===== config.mk =====
export PLATFORM = sky130hd
export DESIGN_NAME = instr_cache_flat
export DESIGN_NICKNAME = d
export VERILOG_FILES = /design/src/rtl/instr_cache_pkg.sv /design/src/rtl/instr_cache_if.sv /design/src/rtl/icache_ctrl_fsm.sv /design/src/rtl/instr_cache.sv /design/src/flat_wrapper.sv
export SDC_FILE = /design/constraint.sdc
export NUM_CORES = 1
export LEC_CHECK = 0
export ABC_AREA = 1
export BUFFER_PORTS_ARGS = -buffer_cell sky130_fd_sc_hd__buf_4
export CORE_MARGIN = 4
export CORE_UTILIZATION = 25
export CTS_CLUSTER_SIZE = 10
export DETAILED_ROUTE_END_ITERATION = 12
export MAX_ROUTING_LAYER = met4
export PLACE_DENSITY = 0.51
export SLEW_MARGIN = 15
export SYNTH_ARGS = -nofsm -noshare
export SYNTH_HDL_FRONTEND = slang
export SYNTH_SLANG_ARGS = --single-unit

===== constraint.sdc =====
create_clock -name CLK -period 7.56 [get_ports CLK]
set_input_delay 1.512 -clock CLK [delete_from_list [all_inputs] [get_ports CLK]]
set_output_delay 1.512 -clock CLK [all_outputs]
set_load 0.1 [all_outputs]

===== src/rtl/instr_cache_pkg.sv =====
// Shared definitions for the direct-mapped instruction cache: geometry,
// PC field positions and controller state encoding.
package instr_cache_pkg;

    localparam int unsigned ADDR_W     = 10;
    localparam int unsigned INDEX_W    = 3;
    localparam int unsigned WORD_SEL_W = 2;
    localparam int unsigned TAG_W      = ADDR_W - INDEX_W - WORD_SEL_W - 2;

    localparam int unsigned WORD_W     = 32;
    localparam int unsigned LINES      = 1 << INDEX_W;
    localparam int unsigned WORDS      = 1 << WORD_SEL_W;
    localparam int unsigned BLOCK_W    = WORD_W * WORDS;
    localparam int unsigned BLK_ADDR_W = ADDR_W - WORD_SEL_W - 2;

    localparam int unsigned WORD_LSB   = 2;
    localparam int unsigned INDEX_LSB  = WORD_LSB + WORD_SEL_W;
    localparam int unsigned TAG_LSB    = INDEX_LSB + INDEX_W;

    typedef enum logic [1:0] {
        ST_IDLE     = 2'd0,
        ST_MEM_READ = 2'd1,
        ST_UPDATE   = 2'd2
    } state_e;

endpackage


===== src/rtl/instr_cache_if.sv =====
// Block-read handshake between the instruction cache (master) and
// instruction memory (slave).
interface instr_cache_if;
    import instr_cache_pkg::*;

    logic                  mem_read;
    logic [BLK_ADDR_W-1:0] mem_address;
    logic [BLOCK_W-1:0]    mem_readdata;
    logic                  mem_busywait;

    modport master (
        output mem_read,
        output mem_address,
        input  mem_readdata,
        input  mem_busywait
    );

    modport slave (
        input  mem_read,
        input  mem_address,
        output mem_readdata,
        output mem_busywait
    );

endinterface


===== src/rtl/icache_ctrl_fsm.sv =====
// Miss-handling controller: sequences IDLE -> MEM_READ -> UPDATE and produces
// the CPU stall, the memory read request and the buffer/array write strobes.
module icache_ctrl_fsm
    import instr_cache_pkg::*;
(
    input  logic clk,
    input  logic rst,
    input  logic i_hit,
    input  logic i_mem_busywait,
    output logic o_mem_read,
    output logic o_busywait_c,
    output logic o_miss_c,
    output logic o_capture_c,
    output logic o_fill_c
);

    state_e r_state;
    state_e w_next_state;
    logic   r_mem_read;

    // mem_read is registered from the next state so it matches MEM_READ exactly
    always_ff @(posedge clk) begin
        if (rst) begin
            r_state    <= ST_IDLE;
            r_mem_read <= 1'b0;
        end else begin
            r_state    <= w_next_state;
            r_mem_read <= (w_next_state == ST_MEM_READ);
        end
    end

    always_comb begin
        w_next_state = r_state;
        o_busywait_c = 1'b0;
        o_miss_c     = 1'b0;
        o_capture_c  = 1'b0;
        o_fill_c     = 1'b0;
        case (r_state)
            ST_IDLE: begin
                o_busywait_c = !i_hit;
                if (!i_hit) begin
                    o_miss_c     = 1'b1;
                    w_next_state = ST_MEM_READ;
                end
            end
            ST_MEM_READ: begin
                o_busywait_c = 1'b1;
                if (!i_mem_busywait) begin
                    o_capture_c  = 1'b1;
                    w_next_state = ST_UPDATE;
                end
            end
            ST_UPDATE: begin
                o_busywait_c = 1'b1;
                o_fill_c     = 1'b1;
                w_next_state = ST_IDLE;
            end
            default: w_next_state = ST_IDLE;
        endcase
    end

    assign o_mem_read = r_mem_read;

endmodule


===== src/rtl/instr_cache.sv =====
// Direct-mapped instruction cache: 8 lines of 4 words, same-cycle hit path,
// single outstanding block fill from instruction memory on a miss.
module instr_cache
    import instr_cache_pkg::*;
(
    input  logic          CLK,
    input  logic          RESET,
    input  logic [31:0]   PC,
    output logic [31:0]   INSTRUCTION,
    output logic          BUSYWAIT,
    instr_cache_if.master mem
);

    logic [LINES-1:0]      r_valid;
    logic [TAG_W-1:0]      r_tag  [LINES];
    logic [BLOCK_W-1:0]    r_data [LINES];
    logic [BLOCK_W-1:0]    r_buffer;
    logic [BLK_ADDR_W-1:0] r_mem_address;

    logic [INDEX_W-1:0]             w_index;
    logic [TAG_W-1:0]               w_tag;
    logic [WORD_SEL_W-1:0]          w_word;
    logic [WORDS-1:0][WORD_W-1:0]   w_line;
    logic                           w_hit;
    logic                           w_miss;
    logic                           w_capture;
    logic                           w_fill;
    logic                           w_mem_read;
    logic [INDEX_W-1:0]             w_fill_index;
    logic [TAG_W-1:0]               w_fill_tag;
    logic                           w_unused_pc;

    assign w_index = PC[INDEX_LSB +: INDEX_W];
    assign w_tag   = PC[TAG_LSB +: TAG_W];
    assign w_word  = PC[WORD_LSB +: WORD_SEL_W];

    // Upper PC bits alias into the 1 KiB space and byte-offset bits are ignored
    assign w_unused_pc = ^{PC[31:ADDR_W], PC[WORD_LSB-1:0]};

    assign w_hit       = r_valid[w_index] && (r_tag[w_index] == w_tag);
    assign w_line      = r_data[w_index];
    assign INSTRUCTION = w_line[w_word];

    // The fill target comes from the block address latched at miss entry, not the live PC
    assign w_fill_index = r_mem_address[INDEX_W-1:0];
    assign w_fill_tag   = r_mem_address[BLK_ADDR_W-1 -: TAG_W];

    icache_ctrl_fsm u_ctrl (
        .clk            (CLK),
        .rst            (RESET),
        .i_hit          (w_hit),
        .i_mem_busywait (mem.mem_busywait),
        .o_mem_read     (w_mem_read),
        .o_busywait_c   (BUSYWAIT),
        .o_miss_c       (w_miss),
        .o_capture_c    (w_capture),
        .o_fill_c       (w_fill)
    );

    always_ff @(posedge CLK) begin
        if (RESET) begin
            r_valid       <= '0;
            r_mem_address <= '0;
        end else begin
            if (w_miss) r_mem_address <= PC[INDEX_LSB +: BLK_ADDR_W];
            if (w_fill) r_valid[w_fill_index] <= 1'b1;
        end
    end

    // Tag/data storage is not cleared by reset; reset only blocks a pending write
    always_ff @(posedge CLK) begin
        if (!RESET && w_capture) r_buffer <= mem.mem_readdata;
        if (!RESET && w_fill) begin
            r_tag[w_fill_index]  <= w_fill_tag;
            r_data[w_fill_index] <= r_buffer;
        end
    end

    assign mem.mem_read    = w_mem_read;
    assign mem.mem_address = r_mem_address;

endmodule

===== src/flat_wrapper.sv =====
// flat-port wrapper written by rule: the top's interface ports become plain ports
module instr_cache_flat import instr_cache_pkg::*;
  (CLK, RESET, PC, INSTRUCTION, BUSYWAIT, mem_mem_read, mem_mem_address, mem_mem_readdata, mem_mem_busywait);
  instr_cache_if mem_i ();
  input  logic CLK;
  input  logic RESET;
  input  logic [31:0] PC;
  output logic [31:0] INSTRUCTION;
  output logic BUSYWAIT;
  output wire logic [$bits(mem_i.mem_read)-1:0] mem_mem_read;
  output wire logic [$bits(mem_i.mem_address)-1:0] mem_mem_address;
  input wire logic [$bits(mem_i.mem_readdata)-1:0] mem_mem_readdata;
  input wire logic [$bits(mem_i.mem_busywait)-1:0] mem_mem_busywait;
  assign mem_mem_read = mem_i.mem_read;
  assign mem_mem_address = mem_i.mem_address;
  assign mem_i.mem_readdata = mem_mem_readdata;
  assign mem_i.mem_busywait = mem_mem_busywait;
  instr_cache u_core (.CLK(CLK), .RESET(RESET), .PC(PC), .INSTRUCTION(INSTRUCTION), .BUSYWAIT(BUSYWAIT), .mem(mem_i));
endmodule

==> impl_metrics.tcl, run 1 <==
set metrics [dict create \
    htreeDepth 4 \
    ys_types 25 \
    synth_area_mm2 0.04541 \
    worstSetupPathType "primary input to output port" \
    cp_max_fo 151 \
    drt_iter0_drc 2037 \
    slew_viol_final 0 \
    grt_max_degree 152 \
    fin_area_mm2 0.05319 \
    clock.fmax_mhz 162.0 \
    wirelength_um 130800 \
    tightestPinTransition_ns 1.073 \
    synthTopCellsByCount "1,176 x edfxtp_1, 596 x nor2_1, 554 x o21ai_0" \
    pre_cts_slack_ns 1.313 \
    nNetsFinal 3476 \
    grtUsageMet2 0.2257 \
    critPathArrivalTime_ns 4.66 \
    cts_sinks 1193 \
    hold_viol 0 \
    grt_pass1_wl_um 188400 \
    period_share 0.8167 \
    setup_viol 0 \
    min_period_ns 6.175 \
    relSlewSlack 0.2828 \
    die_y_um 434.2 \
    grt_pass1_vias 26670 \
    num_rows 156 \
    io_buffers 178 \
    placedInstanceArea_mm2 0.04939 \
    setup.worst_path.start_class "primary input" \
    cts_buffers 138 \
    netlist_instances 3166 \
    dieArea_mm2 0.1885 \
    grtUsageMet3 0.02659 \
    synth-seq-area-share 0.7851 \
    irDropWorstVdd_mv 0.2337 \
    ys_warn_count 0 \
    synth-seq-cells 1193 \
    leakagePower_nw 16.65 \
    cts_buffer_depth 3 \
    ctsResizeCount 0 \
    yosysMostFrequentCell "edfxtp_1" \
    die_w_um 434.2 \
    cts_root_buf "clkbuf_16" \
    overflow 0 \
    drive_gt1_frac 0.1212 \
    async_reset_ff_frac 0 \
    required_ns 6.05 \
    fin_ws_ns 1.385 \
    core_area_mm2 0.1807 \
    start_util 0.2512 \
    ant_nets 0 \
    hold_buffers 0 \
    avgSynthCellArea_um2 14.34 \
    use_met1 0.1699 \
    synthFlopType "edfxtp_1" \
    power_density_mw_per_mm2 266.5 \
    worst_setup_hold_path_clk_slew_ns 0.06 \
    via_per_inst 4.731 \
    synth_nets 3333 \
    area_growth_pct 17.13 \
    grtUsageTotal 0.1397 \
    grt_setup_unrepaired "false" \
    p_total_mw 14.17 \
    synth_top_area_share 0.7776 \
    finClkSkew_ns 0.03083 \
    hp-class "register to register" \
    top_usage_layer "met2" \
    synth_top_area_cell "edfxtp_1" \
    first_pass_iters 6 \
    io_pins 203 \
    synthTopCellsByArea "edfxtp_1 78%, o21ai_0 6.1%, nor2_1 4.9%" \
    wl_per_cell_um 22.89 \
    drc 0 \
    gp_congestion 0.7102 \
    cp-end-kind "output port" \
    nFillCells 18080 \
    antenna_found_initial 22 \
    dp_hpwl_um 68820 \
    synth_edf_count 1176 \
    num_vias 27020 \
    cts_tree "yes" \
    maxCapViolations 0 \
    status "finished clean" \
    cts_setup_buffers 0 \
    clk_latency_ns 0.76 \
]
## kinds of logic (layout without fill, tap and decap cells)
logic type,Yosys count,after routing,synth area share
compound gates,896,896,0.1170
simple gates,805,805,0.06982
other cells,0,8,0
flops,1193,1193,0.7851
fa+ha+maj,4,4,0.001102
buf+inv,268,436,0.02697
## final cells by class
| class | instances | area, µm² | area share |
|---|---|---|---|
| Antenna cell | 8 | 20.02 | 0.0003764 |
| Timing Repair Buffer | 230 | 1994 | 0.03750 |
| Sequential cell | 1193 | 35650 | 0.6703 |
| Multi-Input combinational cell | 1705 | 8600 | 0.1617 |
| Inverter | 41 | 172.7 | 0.003246 |
| Clock inverter | 14 | 219.0 | 0.004116 |
| Tap cell | 2370 | 2965 | 0.05575 |
| Clock buffer | 151 | 3566 | 0.06704 |
## metrics by stage
| stage | setup TNS, ns | std cells | hold WS (ns) | utilization |
|---|---|---|---|---|
| after floorplan | -187.11 | 3166 | 0.4281 | - |
| after global placement | 0 | 5539 | 0.4381 | 0.2732 |
| after detailed placement | 0 | 5539 | 0.4494 | 0.2732 |
| after CTS | 0 | 5704 | 0.4645 | 0.2942 |
| after global routing | 0 | 5711 | 0.4925 | 0.2943 |
| final | 0 | 5712 | 0.4605 | 0.2943 |
## per-layer routing
layer / wire (µm) / vias up / share of wire
met5: 0 / - / 0
met4: 6330 / 0 / 0.048
met3: 6619 / 229 / 0.051
met2: 63190 / 793 / 0.48
met1: 54630 / 13730 / 0.42
li1: - / 12270 / -
## layout by cell type, fill, tap and decap left out, types with 2 or more instances in the layout
cell       netlist  layout
inv_16           0       4
clkbuf_16        0     141
o21ai_1         28      28
clkbuf_1       131      10
nor2_4           0       9
ha_1             4       4
a31oi_1         25      25
edfxtp_1      1176    1176
nand2_1        106     106
inv_1           38      36
o221ai_1       190     190
buf_12           0      20
nor2_2           2       2
a21oi_1         33      33
diode_2          0       8
dfxtp_1         17      17
inv_6            0       7
buf_4           19     207
clkinv_8         0       4
nand3_1         96      96
nor2_1         596     587
o22ai_1         66      66
o21ai_0        554     554
nand3_2          3       3
## sequential cells by signal (all words and copies together) (netlist names)
register                  count
u_core.r_buffer             128
u_core.r_tag                 24
u_core.r_valid                8
u_core.mem.mem_address        6
u_core.u_ctrl.o_mem_read      1
u_core.r_data              1024
u_core.u_ctrl.r_state         2
## final timing paths
kind	slack (ns)	start	end	cells past startpoint
setup / recovery	1.39	PC[4]	INSTRUCTION[0]	10
hold / removal	0.46	u_core.r_valid[2]	u_core.r_valid[2]	2
setup reg to reg	4.33	u_core.u_ctrl.r_state[1]	u_core.r_data[6][73]	7
hold reg to reg	0.46	u_core.r_valid[2]	u_core.r_valid[2]	2
## power by group
group          internal [mW]  switching, mW
logic                  0.234          0.712
registers               7.30         0.0620
clock network           3.37           2.50
## critical path: stages
cell	delay [ns]
buf_8	0.24
inv_8	0.72
buf_4	0.47
o21ai_0	0.14
o221ai_1	0.21
nand3_1	0.13
nand2_1	0.13
nor2_1	0.12
a21oi_1	0.45
buf_4	0.38
No activity file was read; power rests on OpenSTA's default activity.
==> run 2, diff against run 1 <==
- PLACE_DENSITY: 0.51 -> 0.49
- clock period: 7.56 -> 5.8 ns (I/O delays scaled with it)
==> impl_metrics.tcl, run 2 (same netlist as run 1, synthesis figures left out) <==
set metrics [dict create \
    status "finished clean" \
    maxCapViolations 0 \
    layout_commonest_cell "edfxtp_1" \
    drive_gt1_frac 0.1324 \
    critPathArrivalTime_ns 3.97 \
    seq_area_mm2 0.03565 \
    io_buffers 178 \
    r2r-end "u_core.r_data[6][33]" \
    nFillCells 18070 \
    drt_iter0_drc 2111 \
    leakagePower_nw 16.94 \
    cts_tree "yes" \
    power_density_mw_per_mm2 348.3 \
    drc 0 \
    finClkSkew_ns 0.03305 \
    grtUsageTotal 0.1412 \
    cp_max_fo 72 \
    period_share 0.8842 \
    setup_tns_ns 0 \
    core_area_mm2 0.1807 \
    irDropWorstVdd_mv 0.2946 \
    cts_sinks 1193 \
    fin_util 0.2972 \
    crit_path_start "PC[4]" \
    multi_input_area_mm2 0.008600 \
    relSlewSlack 0.2867 \
    regMostFlops "u_core.r_data" \
    cts_setup_buffers 0 \
    wirelength_um 131600 \
    overflow 0 \
    clk_latency_ns 0.76 \
    cts_buffers 140 \
    setup.worst_path.start_class "primary input" \
    required_ns 4.64 \
    grt_pass1_vias 26490 \
    num_rows 156 \
    largestRegisters "u_core.r_data (1024), u_core.r_buffer (128), u_core.r_tag (24)" \
    area_growth_pct 18.31 \
    grt_setup_unrepaired "false" \
    ctsResizeCount 0 \
    dp_hpwl_um 72250 \
    r2r-start "u_core.u_ctrl.r_state[1]" \
    worstRegToRegCells 6 \
    cts_root_buf "clkbuf_16" \
    antenna_found_initial 13 \
    first_pass_iters 5 \
    cp-end-kind "output port" \
    wl_per_cell_um 22.87 \
    cts_buffer_depth 3 \
    hp-class "register to register" \
    setup.worst_path.end "INSTRUCTION[24]" \
    gp_congestion 0.7216 \
    dieArea_mm2 0.1885 \
    htreeDepth 4 \
    num_vias 26920 \
    worstSetupPathType "primary input to output port" \
    start_util 0.2512 \
    setup_viol 0 \
    reg2reg_slack_ns 3.00 \
    via_per_inst 4.677 \
    grt_pass1_wl_um 189900 \
    die_y_um 434.2 \
    most-common-layout-cells "1,176 x edfxtp_1, 587 x nor2_1, 554 x o21ai_0" \
    grt_max_degree 102 \
    die_w_um 434.2 \
    io_pins 203 \
    largest_register_ffs 1024 \
    hold_viol 0 \
    slew_viol_final 0 \
    tightestPinTransition_ns 1.067 \
    nNetsFinal 3514 \
    worst_setup_hold_path_clk_slew_ns 0.05 \
    clock.fmax_mhz 195.0 \
    ant_nets 0 \
    hold_buffers 0 \
    min_period_ns 5.128 \
]
[run 2: changes by cell type in the layout (fill, tap and decap cells not counted), sizes merged]
| cell | previous run | this run |
|---|---|---|
| buf | 229 | 266 |
| clkinv | 6 | 17 |
| inv | 48 | 47 |
| clkbuf | 152 | 147 |
| diode | 8 | 9 |
| bufinv | 1 | 2 |
[run 2: routing by layer]
layer  global-route usage  share of wire
met1               0.1750           0.43
met2               0.2333           0.50
met3              0.02714          0.048
met4              0.04524          0.029
met5                    -              0
[run 2: area by class of cell]
type	instances	share of cell area
flip-flops and latches	1193	0.6636
multi-input cells	1705	0.1601
clock buffers	147	0.06609
well taps	2370	0.05519
repair buffers	266	0.04444
clock inverters	25	0.006940
inverters	41	0.003214
diodes	9	0.0004192
[run 2: worst max-delay path: stages]
cell and delay (ns):
buf_8 0.21, inv_8 0.36, buf_12 0.30, buf_4 0.19
o21ai_0 0.08, o22ai_1 0.13, o21ai_0 0.10, o21ai_1 0.40
nor2_1 0.09, a21oi_1 0.40, buf_4 0.38
[run 2: through the flow]
stage / setup slack, ns / total power, mW / instances / hold slack, ns / instance area [µm²]
after global routing: 0.5347 / 19.39 / 5756 / 0.4815 / 53730
after floorplan: -1.765 / 10.52 / 3166 / 0.4281 / 45420
after global placement: 0.6716 / 11.05 / 5575 / 0.4393 / 49780
after CTS: 0.6712 / 18.96 / 5747 / 0.4587 / 53700
final: 0.6719 / 18.71 / 5756 / 0.4595 / 53730
after detailed placement: 0.6682 / 11.06 / 5575 / 0.4449 / 49780
[run 2: worst min path at each step]
stage                      startpoint                end  slack [ns]  cells after the start
floorplan           u_core.r_valid[1]  u_core.r_valid[1]        0.43                      2
global placement    u_core.r_valid[2]  u_core.r_valid[2]        0.44                      2
detailed placement  u_core.r_valid[7]  u_core.r_valid[7]        0.44                      2
CTS                 u_core.r_valid[7]  u_core.r_valid[7]        0.46                      2
global route        u_core.r_valid[7]  u_core.r_valid[7]        0.48                      2
finish              u_core.r_valid[7]  u_core.r_valid[7]        0.46                      2
[run 2: where the power goes]
| group | internal [mW] | switching [mW] |
|---|---|---|
| Clock | 4.46 | 3.39 |
| Combinational | 0.326 | 0.928 |
| Sequential | 9.52 | 0.0849 |
